<file path="src/rtl/rv32i_ctrl_pkg.sv">
// Shared constants for the RV32I multi-cycle controller: opcodes, ALU codes, FSM states, trap causes.
package rv32i_ctrl_pkg;

  localparam int unsigned ALU_CODE_W = 5;

  localparam logic [6:0] OP_R      = 7'b0110011;
  localparam logic [6:0] OP_I      = 7'b0010011;
  localparam logic [6:0] OP_LOAD   = 7'b0000011;
  localparam logic [6:0] OP_STORE  = 7'b0100011;
  localparam logic [6:0] OP_BRANCH = 7'b1100011;

  localparam logic [ALU_CODE_W-1:0] ALU_ADD  = 5'b00000;
  localparam logic [ALU_CODE_W-1:0] ALU_SUB  = 5'b00001;
  localparam logic [ALU_CODE_W-1:0] ALU_SLL  = 5'b00010;
  localparam logic [ALU_CODE_W-1:0] ALU_SLT  = 5'b00011;
  localparam logic [ALU_CODE_W-1:0] ALU_SLTU = 5'b00100;
  localparam logic [ALU_CODE_W-1:0] ALU_XOR  = 5'b00101;
  localparam logic [ALU_CODE_W-1:0] ALU_SRL  = 5'b00110;
  localparam logic [ALU_CODE_W-1:0] ALU_SRA  = 5'b00111;
  localparam logic [ALU_CODE_W-1:0] ALU_OR   = 5'b01000;
  localparam logic [ALU_CODE_W-1:0] ALU_AND  = 5'b01001;
  localparam logic [ALU_CODE_W-1:0] ALU_LB   = 5'b01010;
  localparam logic [ALU_CODE_W-1:0] ALU_LH   = 5'b01011;
  localparam logic [ALU_CODE_W-1:0] ALU_LW   = 5'b01100;
  localparam logic [ALU_CODE_W-1:0] ALU_LBU  = 5'b01101;
  localparam logic [ALU_CODE_W-1:0] ALU_LHU  = 5'b01110;
  localparam logic [ALU_CODE_W-1:0] ALU_SB   = 5'b01111;
  localparam logic [ALU_CODE_W-1:0] ALU_SH   = 5'b10000;
  localparam logic [ALU_CODE_W-1:0] ALU_SW   = 5'b10001;

  typedef enum logic [2:0] {
    FETCH  = 3'd0,
    DECODE = 3'd1,
    EXEC   = 3'd2,
    MEM    = 3'd3,
    WB     = 3'd4,
    TRAP   = 3'd5
  } state_t;

  localparam logic [1:0] CAUSE_NONE    = 2'b00;
  localparam logic [1:0] CAUSE_ILLEGAL = 2'b01;
  localparam logic [1:0] CAUSE_IMEM_TO = 2'b10;
  localparam logic [1:0] CAUSE_DMEM_TO = 2'b11;

endpackage

</file>
<file path="src/rtl/rv32i_alu_decode.sv">
// IR fields -> ALU operation, immediate-operand select and illegal flag.
// Branch opcodes are legal only when RV32I_MC_BRANCH_EN is defined.
module rv32i_alu_decode
  import rv32i_ctrl_pkg::*;
(
  input  logic [6:0]            opcode,
  input  logic [2:0]            funct3,
  input  logic                  funct7_b5,
  output logic [ALU_CODE_W-1:0] alu_code,
  output logic                  imm_sel,
  output logic                  illegal
);

  always_comb begin
    alu_code = ALU_ADD;
    imm_sel  = 1'b0;
    illegal  = 1'b0;
    case (opcode)
      OP_R, OP_I: begin
        imm_sel = (opcode == OP_I);
        case (funct3)
          // bit 30 means sub only for the register form; addi is always add
          3'b000:  alu_code = (opcode == OP_R && funct7_b5) ? ALU_SUB : ALU_ADD;
          3'b001:  alu_code = ALU_SLL;
          3'b010:  alu_code = ALU_SLT;
          3'b011:  alu_code = ALU_SLTU;
          3'b100:  alu_code = ALU_XOR;
          3'b101:  alu_code = funct7_b5 ? ALU_SRA : ALU_SRL;
          3'b110:  alu_code = ALU_OR;
          default: alu_code = ALU_AND;
        endcase
      end
      OP_LOAD: begin
        imm_sel = 1'b1;
        case (funct3)
          3'b000:  alu_code = ALU_LB;
          3'b001:  alu_code = ALU_LH;
          3'b010:  alu_code = ALU_LW;
          3'b100:  alu_code = ALU_LBU;
          3'b101:  alu_code = ALU_LHU;
          default: illegal  = 1'b1;
        endcase
      end
      OP_STORE: begin
        imm_sel = 1'b1;
        case (funct3)
          3'b000:  alu_code = ALU_SB;
          3'b001:  alu_code = ALU_SH;
          3'b010:  alu_code = ALU_SW;
          default: illegal  = 1'b1;
        endcase
      end
`ifdef RV32I_MC_BRANCH_EN
      OP_BRANCH: begin
        case (funct3)
          3'b000, 3'b001: alu_code = ALU_SUB;
          3'b100, 3'b101: alu_code = ALU_SLT;
          3'b110, 3'b111: alu_code = ALU_SLTU;
          default:        illegal  = 1'b1;
        endcase
      end
`endif
      default: illegal = 1'b1;
    endcase
  end

endmodule

</file>
<file path="src/rtl/rv32i_mc_controller.sv">
// Multi-cycle RV32I control FSM with memory wait/timeout handling, traps and retire counter.
// Define RV32I_MC_BRANCH_EN to enable conditional branches (opcode 1100011).
module rv32i_mc_controller
  import rv32i_ctrl_pkg::*;
#(
  parameter int unsigned ALU_W       = 5,
  parameter int unsigned CNT_W       = 32,
  parameter int unsigned MEM_TIMEOUT = 16
) (
  input  logic             clk,
  input  logic             rst,
  input  logic [31:0]      instr,
  input  logic             imem_ready,
  input  logic             dmem_ready,
  input  logic             alu_zero,
  output logic             imem_req,
  output logic             dmem_req,
  output logic             MemRW,
  output logic             ir_we,
  output logic             pc_we,
  output logic             pc_sel,
  output logic             RegWE,
  output logic [ALU_W-1:0] ALU_control,
  output logic             Imm_mux_SEL,
  output logic             WB_sel,
  output logic             trap,
  output logic [1:0]       trap_cause,
  output logic [CNT_W-1:0] retired
);

  localparam int unsigned WAIT_W = $clog2(MEM_TIMEOUT + 1);

  state_t                  state;
  logic [6:0]              ir_op;
  logic [4:0]              ir_rd;
  logic [2:0]              ir_f3;
  logic                    ir_b30;
  logic [WAIT_W-1:0]       wait_cnt;
  logic                    pc_we_q;
  logic [ALU_CODE_W-1:0]   dec_code;
  logic                    dec_imm;
  logic                    dec_illegal;
  logic                    is_load;
  logic                    is_store;
  logic                    is_branch;
  logic                    fetch_done_c;
  logic                    mem_done_c;
  logic                    store_done_c;
  logic                    retire_c;
  logic                    unused_instr;

  rv32i_alu_decode u_alu_decode (
    .opcode    (ir_op),
    .funct3    (ir_f3),
    .funct7_b5 (ir_b30),
    .alu_code  (dec_code),
    .imm_sel   (dec_imm),
    .illegal   (dec_illegal)
  );

  // Only the fields the controller decodes are kept from the fetched word
  assign unused_instr = ^{instr[31], instr[29:15]};

  assign is_load   = (ir_op == OP_LOAD);
  assign is_store  = (ir_op == OP_STORE);
  assign is_branch = (ir_op == OP_BRANCH);

  // Ready only counts while the matching request is up
  assign fetch_done_c = imem_req & imem_ready;
  assign mem_done_c   = dmem_req & dmem_ready;
  assign store_done_c = mem_done_c & MemRW;

  assign ir_we    = fetch_done_c;
  assign pc_we    = pc_we_q | store_done_c;
  assign retire_c = (state == WB) | ((state == EXEC) & is_branch) | store_done_c;

`ifdef RV32I_MC_BRANCH_EN
  logic taken_c;
  // Ordered compares see ALU result 1 (non-zero) when less-than
  assign taken_c = (ir_f3[2] ? ~alu_zero : alu_zero) ^ ir_f3[0];
  assign pc_sel  = (state == EXEC) & pc_we_q & taken_c;
`else
  logic unused_branch;
  assign unused_branch = alu_zero;
  assign pc_sel        = 1'b0;
`endif

  // State and registered outputs: each transition loads the outputs of the state being entered
  always_ff @(posedge clk) begin
    if (rst) begin
      state       <= FETCH;
      ir_op       <= '0;
      ir_rd       <= '0;
      ir_f3       <= '0;
      ir_b30      <= 1'b0;
      wait_cnt    <= '0;
      pc_we_q     <= 1'b0;
      imem_req    <= 1'b0;
      dmem_req    <= 1'b0;
      MemRW       <= 1'b0;
      RegWE       <= 1'b0;
      ALU_control <= '0;
      Imm_mux_SEL <= 1'b0;
      WB_sel      <= 1'b0;
      trap        <= 1'b0;
      trap_cause  <= CAUSE_NONE;
      retired     <= '0;
    end else begin
      imem_req    <= 1'b0;
      dmem_req    <= 1'b0;
      MemRW       <= 1'b0;
      RegWE       <= 1'b0;
      ALU_control <= '0;
      Imm_mux_SEL <= 1'b0;
      WB_sel      <= 1'b0;
      pc_we_q     <= 1'b0;

      if (retire_c) retired <= retired + CNT_W'(1);

      case (state)
        FETCH: begin
          if (fetch_done_c) begin
            ir_op  <= instr[6:0];
            ir_rd  <= instr[11:7];
            ir_f3  <= instr[14:12];
            ir_b30 <= instr[30];
            state  <= DECODE;
          end else if (!imem_req) begin
            // first cycle out of reset: raise the request, nothing to wait on yet
            imem_req <= 1'b1;
            wait_cnt <= '0;
          end else if (wait_cnt == WAIT_W'(MEM_TIMEOUT)) begin
            state      <= TRAP;
            trap       <= 1'b1;
            trap_cause <= CAUSE_IMEM_TO;
          end else begin
            imem_req <= 1'b1;
            wait_cnt <= wait_cnt + WAIT_W'(1);
          end
        end

        DECODE: begin
          if (dec_illegal) begin
            state      <= TRAP;
            trap       <= 1'b1;
            trap_cause <= CAUSE_ILLEGAL;
          end else begin
            state       <= EXEC;
            ALU_control <= ALU_W'(dec_code);
            Imm_mux_SEL <= dec_imm;
            pc_we_q     <= is_branch;
          end
        end

        EXEC: begin
          if (is_branch) begin
            state    <= FETCH;
            imem_req <= 1'b1;
            wait_cnt <= '0;
          end else if (is_load || is_store) begin
            state    <= MEM;
            dmem_req <= 1'b1;
            MemRW    <= is_store;
            wait_cnt <= '0;
          end else begin
            state   <= WB;
            RegWE   <= (ir_rd != 5'd0);
            pc_we_q <= 1'b1;
          end
        end

        MEM: begin
          if (mem_done_c) begin
            if (MemRW) begin
              state    <= FETCH;
              imem_req <= 1'b1;
              wait_cnt <= '0;
            end else begin
              state   <= WB;
              RegWE   <= (ir_rd != 5'd0);
              WB_sel  <= 1'b1;
              pc_we_q <= 1'b1;
            end
          end else if (wait_cnt == WAIT_W'(MEM_TIMEOUT)) begin
            state      <= TRAP;
            trap       <= 1'b1;
            trap_cause <= CAUSE_DMEM_TO;
          end else begin
            dmem_req <= 1'b1;
            MemRW    <= MemRW;
            wait_cnt <= wait_cnt + WAIT_W'(1);
          end
        end

        WB: begin
          state    <= FETCH;
          imem_req <= 1'b1;
          wait_cnt <= '0;
        end

        TRAP:    state <= TRAP;
        default: state <= FETCH;
      endcase
    end
  end

endmodule

</file>
<file path="config.mk">
export PLATFORM = sky130hd
export DESIGN_NAME = rv32i_mc_controller
export DESIGN_NICKNAME = d
export VERILOG_FILES = /design/src/rtl/rv32i_ctrl_pkg.sv /design/src/rtl/rv32i_alu_decode.sv /design/src/rtl/rv32i_mc_controller.sv
export SDC_FILE = /design/constraint.sdc
export NUM_CORES = 1
export LEC_CHECK = 0
export ABC_CLOCK_PERIOD_IN_PS = 2000
export CAP_MARGIN = 20
export CELL_PAD_IN_SITES_DETAIL_PLACEMENT = 0
export CELL_PAD_IN_SITES_GLOBAL_PLACEMENT = 2
export CORE_ASPECT_RATIO = 1.5
export CORE_UTILIZATION = 28
export CTS_BUF_LIST = sky130_fd_sc_hd__clkbuf_16
export DETAILED_ROUTE_END_ITERATION = 10
export PLACE_DENSITY_LB_ADDON = 0.1
export SLEW_MARGIN = 20
export SYNTH_ARGS = -nofsm -noshare
export SYNTH_HDL_FRONTEND = slang
export SYNTH_SLANG_ARGS = --single-unit
</file>
<file path="constraint.sdc">
create_clock -name clk -period 2 [get_ports clk]
set_input_delay 0.6 -clock clk [delete_from_list [all_inputs] [get_ports clk]]
set_output_delay 0.6 -clock clk [all_outputs]
set_load 0.05 [all_outputs]
</file>
==> results.cfg <==
[status]
status = finished, final reports clean

[worst_hold_path]
min_from = ir_rd[2]$_SDFFE_PP0P_
hold_path_end = ir_rd[2]$_SDFFE_PP0P_
min_delay_path_depth = 2
hold_class = reg2reg

[timing]
fin_crit_ns = 1.88
drv_slew = 0
tightest_slew_ns = 0.565
max_freq_mhz = 531
setup_ws_ns = 0.116
hold_viol = 0
tns_ns = 0
slew_headroom_pct = 62.0
fin_crit_sh_pct = 94.2
setup_viol = 0
rsz0062_at_grt = no
finClkSkew_ns = 0.00665

[final_layout]
most-common-layout-cells = 86 x buf_4, 55 x dfxtp_1, 48 x nand2_1, 48 x nor2_1, 40 x a21oi_1
layout_commonest_cell = buf_4
fin_nets = 561
areaGrowthSynthToFinish_pct = 39.0
final_layout_size_suffix_gt1_share_pct = 25.3
diodes = 0
fin_util_pct = 40.0

[critical_path]
worstPathMaxFanout = 2
slowest_stage = dlygate4sd2_1
cp.arrival_ns = 1.28
r2r_slack_ns = 0.14
slowest_delay_ns = 0.24
critical_path_class = in2out
worstSetupEndpointType = output port
path_cells = dlygate4sd2_1 > nand3_2 > buf_4 > nand2b_4 > buf_12
worstReg2RegEnd = retired[31]$_SDFFE_PP0P_
crit_required_ns = 1.40
timing.critical_path.buf_inv = 3
reg2reg_depth = 6
timing.rr.start = ir_op[4]$_SDFFE_PP0P_
start_kind = input port
crit_family = buffers and inverters

[logic_synthesis]
avgSynthCellArea_um2 = 8.14
ys_types = 58
synthesis.area_um2 = 3450
yosysTopAreaCell = dfxtp_1
ys_seq_area_share_pct = 41.2
synth.area.top_cells = dfxtp_1 41%, xor2_1 6.1%, a21oi_1 5.8%, nand2_1 5.3%, nor2_1 5.2%
synth.top_cell.area_share_pct = 41.2
syn-instance-count = 424
ys.flop_type = dfxtp_1
synth_seq_cells = 71
synthArstFlopShare_pct = 0
synth_edf_count = 0
yosys_warnings = 0
synthesis.nets = 464

[floorplan]
pin_count = 86
core.rowCount = 49
die_area_um2 = 12800
die_w_um = 92.7
die_y_um = 138
core-area_um2 = 12000
initial_core_util_pct = 28.7

[place]
dp_hpwl_um = 7360
dp_slack_ns = -0.349
gp_congestion = 0.763
io_buffers = 67

[cts]
cts_buffers = 9
clockRootBuffer = clkbuf_16
postCtsHoldBufs = 0
worstSkewPairLatency_ns = 0.33
htree_levels = 3
cts_buffer_depth = 2
cts.sinks = 71
cts_tree = done
clk_pin_slew_worst_paths_ns = 0.05

[drt]
drtAntennaViolNets = 0
wl_per_cell_um = 14.8
via_per_inst = 4.96
num_vias = 3370
wl_um = 10100
dr.first_iter.drc_count = 108
firstDrtPassIters = 4
drcViolationCount = 0

[global_routing]
grt_max_degree = 30
grt_pass1_vias = 3338
track_usage_pct = 16.3
antenna_found_initial = 0
grt_overflow = 0
grt_pass1_wl_um = 16600

[power]
total_power_mw = 3.27
p_leak_nw = 1.85
power_density_nw_per_um2 = 682
ir_worst_vdd_v = 0.000346

[job]
drv_cap = 0
==> synthesized netlist by cell type, types with 2 or more instances <==
cell type and number:
nand4_1 7, nand3_1 13, nor3_1 9, nor4_1 5, inv_1 7, or4_1 3
nand2b_1 13, a31oi_1 2, o211ai_1 10, dfxtp_1 71, o21ai_1 2, xnor2_1 2
nand2_1 49, o221ai_1 2, a2bb2oi_1 3, o21ai_0 21, nor2_1 48, or3_1 10
nand4bb_1 2, clkbuf_1 14, nand3b_1 6, a21oi_1 40, nor3b_1 3, and3_1 4
ha_1 3, buf_1 4, xor2_1 24, o2111ai_1 8, o31ai_1 2, nor2b_1 5
buf_2 5
==> flip-flops by register name, summed over array words and instances (netlist names), 2 cells and up <==
name,count
ALU_control,5
ir_f3,3
ir_op,7
ir_rd,5
retired,32
state,3
trap_cause,2
wait_cnt,5
==> timing repair <==
item,CTS,global route
setup buffers,1,1
resized for setup,6,1
setup endpoints to repair,5,3
hold endpoints to repair,0,0
==> per-stage QoR <==
| step | hold slack, ns | cell area [µm²] | instances |
|---|---|---|---|
| 6_report | 0.450 | 4800 | 679 |
| 2_1_floorplan | 0.431 | 3470 | 424 |
| 3_5_place_dp | 0.446 | 4490 | 661 |
| 5_1_grt | 0.476 | 4800 | 679 |
| 3_3_place_gp | 0.446 | 4490 | 661 |
| 4_1_cts | 0.454 | 4790 | 678 |
==> power by group <==
group          switching [mW]  internal, mW
Clock                   0.593         0.943
Sequential             0.0220          1.44
Combinational           0.151         0.128
Total                   0.765          2.51
==> final cells by class <==
class	count	area (µm²)
Fill cell	1277	7220
Timing Repair Buffer	110	928
Clock buffer	9	225
Multi-Input combinational cell	322	1930
Clock inverter	7	56.3
Tap cell	153	191
Sequential cell	71	1440
Inverter	7	26.3
==> worst max-delay path by stage <==
stage | startpoint | end | slack, ns | cells past startpoint
finish | dmem_ready | pc_we | 0.12 | 5
global route | retired[6]$_SDFFE_PP0P_ | retired[26]$_SDFFE_PP0P_ | 0.007 | 6
CTS | ir_op[4]$_SDFFE_PP0P_ | retired[30]$_SDFFE_PP0P_ | 0.07 | 6
detailed placement | dmem_ready | retired[26]$_SDFFE_PP0P_ | -0.35 | 6
global placement | dmem_ready | retired[26]$_SDFFE_PP0P_ | -0.36 | 6
floorplan | retired[22]$_SDFFE_PP0P_ | retired[31]$_SDFFE_PP0P_ | 0.001 | 5
==> worst register-to-register path, cell delays in order, from the launching register on <==
cell and delay, ns:
dfxtp_1 0.31, or3b_4 0.44, nor3_4 0.19, buf_4 0.15, o21ai_2 0.06, or4_1 0.50, a21oi_1 0.15
==> layer usage <==
metal | wire length (µm) | vias to the layer above | global-route usage (%)
li1 | - | 1710 | -
met1 | 4200 | 1591 | 18.1
met2 | 5440 | 60 | 30.6
met3 | 306 | 9 | 3.14
met4 | 126 | 0 | 5.26
met5 | 0 | - | 0
==> cells by family (layout without fill, tap and decap cells) <==
family          after synthesis  after routing  share of synthesized area (%)
xor+xnor                     26             26                           6.59
fa+ha+maj                     3              3                           1.09
flops                        71             71                           41.2
simple gates                187            187                           28.3
mux                           1              1                          0.290
compound gates              104            104                           18.8
other cells                   1              1                          0.109
buf+inv                      31            133                           3.66
No activity file was read; power rests on OpenSTA's default activity.
